[src/rtl/mem_access_stage_pkg.sv]
// mem_access_stage_pkg: datapath width, MEM FSM states and default timeout for the MEM stage.
package mem_access_stage_pkg;
  localparam int DATA_W = 32;
  localparam int MEM_TIMEOUT = 255;
  typedef enum logic {MEM_ST_IDLE = 1'b0, MEM_ST_WAIT = 1'b1} mem_st_e;
endpackage

[src/rtl/mem_access_stage_reg_mem_wb.sv]
// reg_mem_wb: MEM/WB pipeline register with load enable, bubble insert and separately enabled load data.
module reg_mem_wb #(
  parameter int W = 32
) (
  input  logic         clk,
  input  logic         rst,
  input  logic         en_i,
  input  logic         bubble_i,
  input  logic         valid_i,
  input  logic         regwrite_i,
  input  logic         wrmux_i,
  input  logic [W-1:0] alu_i,
  input  logic [4:0]   rd_i,
  input  logic         rdata_en_i,
  input  logic [W-1:0] rdata_i,
  output logic         valid_o,
  output logic         regwrite_o,
  output logic         wrmux_o,
  output logic [W-1:0] alu_o,
  output logic [4:0]   rd_o,
  output logic [W-1:0] rdata_o
);
  logic valid_q, regwrite_q, wrmux_q;
  logic [W-1:0] alu_q, rdata_q;
  logic [4:0] rd_q;
  always_ff @(posedge clk or negedge rst)
    if (!rst) begin
      valid_q    <= 1'b0;
      regwrite_q <= 1'b0;
      wrmux_q    <= 1'b0;
      alu_q      <= '0;
      rd_q       <= '0;
      rdata_q    <= '0;
    end else if (en_i) begin
      valid_q    <= valid_i & !bubble_i;
      regwrite_q <= regwrite_i & !bubble_i;
      if (!bubble_i) begin
        wrmux_q <= wrmux_i;
        alu_q   <= alu_i;
        rd_q    <= rd_i;
      end
      if (rdata_en_i) rdata_q <= rdata_i;
    end
  assign valid_o    = valid_q;
  assign regwrite_o = regwrite_q;
  assign wrmux_o    = wrmux_q;
  assign alu_o      = alu_q;
  assign rd_o       = rd_q;
  assign rdata_o    = rdata_q;
endmodule

[src/rtl/mem_access_stage.sv]
// mem_access_stage: mipslite MEM stage running a req/ack data-memory transaction and feeding MEM/WB.
// Optional MEM_TIMEOUT_EN aborts a WAIT that sees no ack within TIMEOUT_CYCLES.
module mem_access_stage
  import mem_access_stage_pkg::*;
#(
  parameter int LENGTH = DATA_W
`ifdef MEM_TIMEOUT_EN
  , parameter int TIMEOUT_CYCLES = MEM_TIMEOUT
`endif
) (
  input  logic              clk,
  input  logic              rst,
  input  logic              valid_in,
  input  logic              Memwrite_in,
  input  logic              RegWrite_in,
  input  logic              Write_reg_mux_in,
  input  logic [LENGTH-1:0] ALU_out_in,
  input  logic [LENGTH-1:0] Write_memory_Data_in,
  input  logic [4:0]        Write_Reg_Address_in,
  output logic              stall_out,
  output logic              dmem_req,
  output logic              dmem_we,
  output logic [LENGTH-1:0] dmem_addr,
  output logic [LENGTH-1:0] dmem_wdata,
  input  logic [LENGTH-1:0] dmem_rdata,
  input  logic              dmem_ack,
  output logic              valid_out,
  output logic              RegWrite_out,
  output logic              Write_reg_mux_out,
  output logic [LENGTH-1:0] ALU_out_out,
  output logic [LENGTH-1:0] Read_memory_Data_out,
  output logic [4:0]        Write_Reg_Address_out,
  output logic              misalign_err,
  output logic              timeout_err
);
  mem_st_e state_q, state_d;
  logic req_q, we_q, rw_q, mux_q, mis_q, tmo_q;
  logic [LENGTH-1:0] addr_q, wdata_q;
  logic [4:0] rd_q;
  logic mem_op, misaligned, idle_st, wait_st, start, done, tmo_hit;
  logic wb_bubble, wb_rw, wb_mux, wb_rdata_en;
  logic [LENGTH-1:0] wb_alu;
  logic [4:0] wb_rd;
  assign mem_op     = valid_in & (Memwrite_in | (Write_reg_mux_in & RegWrite_in));
  assign misaligned = mem_op & (ALU_out_in[1:0] != 2'b00);
  assign idle_st    = state_q == MEM_ST_IDLE;
  assign wait_st    = state_q == MEM_ST_WAIT;
  assign start      = idle_st & mem_op & !misaligned;
  assign done       = wait_st & dmem_ack;
`ifdef MEM_TIMEOUT_EN
  logic [7:0] cnt_q;
  assign tmo_hit = wait_st & !dmem_ack & (cnt_q + 8'd1 == 8'(TIMEOUT_CYCLES));
  always_ff @(posedge clk or negedge rst)
    if (!rst) cnt_q <= '0;
    else cnt_q <= start ? 8'd0 : (wait_st & !dmem_ack) ? cnt_q + 8'd1 : cnt_q;
`else
  assign tmo_hit = 1'b0;
`endif
  always_comb begin
    state_d = start ? MEM_ST_WAIT : (done | tmo_hit) ? MEM_ST_IDLE : state_q;
  end
  // gated by rst so every output reads 0 while reset is held
  assign stall_out = rst & (start | (wait_st & !dmem_ack & !tmo_hit));
  always_ff @(posedge clk or negedge rst)
    if (!rst) begin
      state_q <= MEM_ST_IDLE;
      req_q   <= 1'b0;
      we_q    <= 1'b0;
      addr_q  <= '0;
      wdata_q <= '0;
      rw_q    <= 1'b0;
      mux_q   <= 1'b0;
      rd_q    <= '0;
      mis_q   <= 1'b0;
      tmo_q   <= 1'b0;
    end else begin
      state_q <= state_d;
      mis_q   <= idle_st & misaligned;
      tmo_q   <= tmo_hit;
      if (start) begin
        req_q   <= 1'b1;
        we_q    <= Memwrite_in;
        addr_q  <= ALU_out_in;
        wdata_q <= Write_memory_Data_in;
        rw_q    <= RegWrite_in;
        mux_q   <= Write_reg_mux_in;
        rd_q    <= Write_Reg_Address_in;
      end else if (done | tmo_hit) begin
        req_q <= 1'b0;
      end
    end
  // a timeout retires the captured op without a register write, like a misaligned op
  assign wb_bubble   = start | (wait_st & !done & !tmo_hit);
  assign wb_rw       = wait_st ? (rw_q & done) : (RegWrite_in & valid_in & !misaligned);
  assign wb_mux      = wait_st ? mux_q : Write_reg_mux_in;
  assign wb_alu      = wait_st ? addr_q : ALU_out_in;
  assign wb_rd       = wait_st ? rd_q : Write_Reg_Address_in;
  assign wb_rdata_en = done & !we_q;
  reg_mem_wb #(.W(LENGTH)) u_mem_wb (
    .clk       (clk),
    .rst       (rst),
    .en_i      (1'b1),
    .bubble_i  (wb_bubble),
    .valid_i   (wait_st | valid_in),
    .regwrite_i(wb_rw),
    .wrmux_i   (wb_mux),
    .alu_i     (wb_alu),
    .rd_i      (wb_rd),
    .rdata_en_i(wb_rdata_en),
    .rdata_i   (dmem_rdata),
    .valid_o   (valid_out),
    .regwrite_o(RegWrite_out),
    .wrmux_o   (Write_reg_mux_out),
    .alu_o     (ALU_out_out),
    .rd_o      (Write_Reg_Address_out),
    .rdata_o   (Read_memory_Data_out)
  );
  assign dmem_req     = req_q;
  assign dmem_we      = we_q;
  assign dmem_addr    = addr_q;
  assign dmem_wdata   = wdata_q;
  assign misalign_err = mis_q;
  assign timeout_err  = tmo_q;
endmodule
[config.mk]
export PLATFORM = sky130hd
export DESIGN_NAME = mem_access_stage
export DESIGN_NICKNAME = d
export VERILOG_FILES = /design/src/rtl/mem_access_stage_pkg.sv /design/src/rtl/mem_access_stage_reg_mem_wb.sv /design/src/rtl/mem_access_stage.sv
export SDC_FILE = /design/constraint.sdc
export NUM_CORES = 1
export LEC_CHECK = 0
export BUFFER_PORTS_ARGS = -buffer_cell sky130_fd_sc_hd__buf_4
export CAP_MARGIN = 20
export CELL_PAD_IN_SITES_DETAIL_PLACEMENT = 1
export CELL_PAD_IN_SITES_GLOBAL_PLACEMENT = 1
export CORE_AREA = 2 2 143 117
export CTS_CLUSTER_DIAMETER = 150
export DETAILED_ROUTE_END_ITERATION = 7
export DIE_AREA = 0 0 145 119
export HOLD_SLACK_MARGIN = 0.08
export PLACE_DENSITY_LB_ADDON = 0.1
export SLEW_MARGIN = 30
export SYNTH_ARGS = -nofsm -noshare
export SYNTH_HDL_FRONTEND = slang
export SYNTH_SLANG_ARGS = --single-unit
[constraint.sdc]
create_clock -name clk -period 2 [get_ports clk]
set_input_delay 0.2 -clock clk [delete_from_list [all_inputs] [get_ports clk]]
set_output_delay 0.2 -clock clk [all_outputs]
set_load 0.02 [all_outputs]
* Word level (Yosys, flattened, before mapping)
Cells that the tools add are included.
** Storage, ports and cells
- Register bits after elaboration :: 146
- Latch bits :: 0
- Bits in writable memories :: 0
- Memory bits (read-only) :: 0
- Input port bits :: 108
- Output and inout port bits :: 141
- Logic and storage cells :: 48
- Memories :: 0
** Operators by class
- Add/subtract/negate cells :: 0
- Multiply operators :: 0
- Divide/modulo/power cells :: 0
- $lt $le $gt $ge :: 0
- Equality and inequality tests :: 0
- Shift-type cells :: 0
- Muxes and demuxes :: 6
- Bitwise operators :: 21
- Reductions and logical operators :: 7
** Operators by type and width (number)
- $mux 32 :: 1
- $and 1x1->1 :: 16
- $logic_not 1->1 :: 5
- $mux 5 :: 1
- $mux 1 :: 4
- $or 1x1->1 :: 4
- $reduce_bool 2->1 :: 2
- $not 1->1 :: 1

* Logic depth before layout (Yosys ltp)
- Depth after elaboration :: 9
- Mapped depth :: 5
- Gate-level depth less buffers :: 3

* By module
Synthesis repeated with hierarchy kept, for this count alone.
** Second synthesis, totals
- Cells, all modules :: 371
- Area total of the unflattened synthesis :: 6202.2 um2
** Modules (own cells, without submodules)
- mem_access_stage :: times used 1, cells each 215, area each 3470.8 um2
- reg_mem_wb :: times used 1, cells each 156, area each 2731.4 um2

* Worst setup path after synthesis
Ideal clock, no wire load.
- Kind :: flip-flop to flip-flop
- Start point :: register, netlist name dmem_req
- End point :: register u_mem_wb.alu_q[10] (netlist: u_mem_wb.alu_o[10])
- Setup time :: 0.125 ns
- Data arrival time :: 1.620 ns
- Setup slack :: 0.255 ns
- Cell stages (with the launch flop) :: 5
- Path buffers :: 2
- Period minus slack after synthesis :: 1.745 ns
- Path through :: dfrtp_1 -> buf_2 -> clkbuf_1 -> mux2_2 -> mux2_2
** RTL lines
- end signal: assignment :: RTL line mem_access_stage_reg_mem_wb.sv:39 : alu_q <= alu_i;
- end: declaration :: RTL line mem_access_stage_reg_mem_wb.sv:24 : logic [W-1:0] alu_q, rdata_q;

==> reports/results.ini <==
[logic_synthesis]
ys_seq_elements=146
synthTopCellsByArea=dfrtp_1 (62%), mux2_2 (21%), mux2_1 (13%), buf_2 (1.2%), a32oi_2 (0.28%)
synth.distinct_cells=21
synth_seq_area_share_pct=62.1
synth_top_flop_cell=dfrtp_1
synth_edf_count=0
synthArstFlopShare_pct=100
synth_cells=363
synth_top_cell_by_area=dfrtp_1
netlist.area_leader.share_pct=62.1
ys.warnings.count=0
postSynthAreaPerCell_sq_um=16.2
synthTopCellsByCount=dfrtp_1 (146), mux2_2 (110), mux2_1 (68), buf_2 (14)
synth.most_common_cell=dfrtp_1
syn_area_sq_um=5880
syn_nets=471

[critical_path]
rrSetupSlack_ns=0.29
cp-start-kind=flip-flop
endpoint_kind=output pin
cp_slowest_stage_delay_ns=0.43
regToRegEndpoint=dmem_wdata[11]$_DFFE_PN0P_
crit_path_top_delay_cell=dfrtp_2
crit_start=dmem_req$_DFFE_PN0P_
critPathMaxFanout=17
path_class=reg -> out
r2r_cells=5
path_cells=nor2b_4 -> a32oi_4 -> buf_6 -> nor2b_1 -> buf_4
r2r_start=dmem_req$_DFFE_PN0P_
worstPathArrival_ns=1.68
cp.required_ns=1.80

[timing]
finClkSkew_ns=0.00582
drv_slew=0
tns_ns=0
setup_viol=0
fin_crit_sh_pct=94.0
fin_ws_ns=0.121
hold_viol_final=0
worst_pin_slew_ns=0.534
timing.fmax_ghz=0.532
relSlewSlack_pct=64.4
rsz0062_at_grt=false
min_period_ns=1.88

[routing]
wl_per_cell_microns=18.4
viasPerCell=4.58
drt_pass1_iterations=4
vias=4392
drc_errors=0
drt-initial-drc-count=116
totalWireLength_mm=17.7
detail-route-antenna-nets=0

[floorplan]
dieHeight_microns=119
core_area_sq_um=16000
die_width_microns=145
die_area_sq_um=17300
std_cell_rows=42
start_util_pct=36.7
pin_count=249

[global_route]
grt_pass1_vias=4940
gr-usage-all-layers_pct=21.2
grt_max_degree=84
grt_util_met2_pct=36.4
grt_pass1_wl_mm=28.1
grt.busiest_layer=met2
grt_use_met3_pct=7.32
grt_overflow=0
met1_usage_pct=25.2
antenna_found_initial=0

[placed_design]
port_buffers=247
dpl.hpwl_mm=11.3
gp_congestion=0.735
place_ws_ns=0.292

[pwr]
power_mw=10.7
leakagePower_nw=4.60
pwr_density_cell_nw_per_um2=1100
peakVddDrop_uv=647

[cts]
numClockSinks=146
clkTransAtPathRegs_ns=0.06
cts_buffers=17
htree_num_levels=4
cts_tree=done
cts.path.max_buffers=2
insertion_delay_ns=0.42
root_buffer=clkbuf_16

[flow_run]
timing.max_cap.violations=0

[finish]
area_growth_pct=65.4
diodes=0
drive_above_1_share_pct=54.7
fin_nets=836
fin_util_pct=60.7

[worst_hold_path]
whs_path_depth=3
hp-class=in -> reg
min_to=u_mem_wb.wrmux_o$_DFFE_PN0N_
holdCritStartpoint=Write_reg_mux_in

[status]
outcome=complete, no violations

metal layers:
layer | routed length, microns | part of all wire, %
met1 | 7250 | 41
met2 | 9000 | 51
met3 | 1200 | 6.8
met4 | 230 | 1.3
met5 | 0 | 0
power breakdown:
| group | switching (mW) | internal, mW |
|---|---|---|
| Clock | 1.23 | 2.06 |
| Combinational | 1.64 | 1.66 |
| Sequential | 0.432 | 3.66 |
flip-flops by register name, summed over array words and instances, names as in the netlist, 5 cells and up:
name              flops
u_mem_wb.rd_o         5
rd_q                  5
u_mem_wb.rdata_o     32
dmem_addr            32
u_mem_wb.alu_o       32
dmem_wdata           32
area by class of cell:
class,instances,area (sq um)
fillers,1580,6300
clock inverters,13,168
multi-input cells,195,2140
repair buffers,366,3060
inverters,2,7.51
well taps,220,275
flip-flops and latches,146,3650
clock buffers,18,429
worst max-delay path, delay by kind of cell (launching register included):
| family | cells | cell delay, ns |
|---|---|---|
| and+or+nand+nor | 2 | 0.14 |
| buffers and inverters | 2 | 0.41 |
| AOI/OAI and AO/OA | 1 | 0.28 |
| DFF | 1 | 0.43 |
per-stage QoR:
stage               cells  hold WS (ns)  instance area (sq um)
CTS                   958         0.142                   9720
detailed placement    822         0.121                   8060
finish                960         0.168                   9730
floorplan             363       -0.0956                   5880
global route          960         0.162                   9730
global placement      822         0.118                   8060
layout by cell type, fill, tap and decap left out, drive strengths merged:
cell type / netlist / final
conb: 1 / 1
mux2: 178 / 178
nand3: 2 / 2
and2: 2 / 2
nand3b: 1 / 1
clkbuf: 3 / 18
buf: 17 / 261
o31ai: 1 / 1
dfrtp: 146 / 146
clkinvlp: 0 / 1
inv: 2 / 2
nor2: 2 / 2
clkinv: 0 / 8
dlygate4sd3: 0 / 105
a32oi: 1 / 1
a21o: 1 / 1
nor2b: 2 / 2
a22o: 1 / 1
bufinv: 0 / 4
nand2: 3 / 3
cells by family after synthesis:
group | synth area share (%)
compound gates | 0.681
mux | 34.1
other cells | 0.0637
simple gates | 1.25
flops | 62.1
buf+inv | 1.83
what timing repair did:
action / 4_1_cts / 5_1_grt
resized for setup: 1 / 0
hold buffers: 105 / 0
hold endpoints to repair: 136 / 0
endpoints found under the setup margin: 1 / 1
setup buffers: 0 / 2
worst max path at each step:
stage,depth (start not counted),end
CTS,5,stall_out
global placement,5,dmem_wdata[31]$_DFFE_PN0P_
detailed placement,5,dmem_wdata[31]$_DFFE_PN0P_
global route,5,stall_out
floorplan,4,u_mem_wb.alu_o[10]$_DFFE_PN0N_
finish,5,stall_out
No activity file was read; power rests on OpenSTA's default activity.
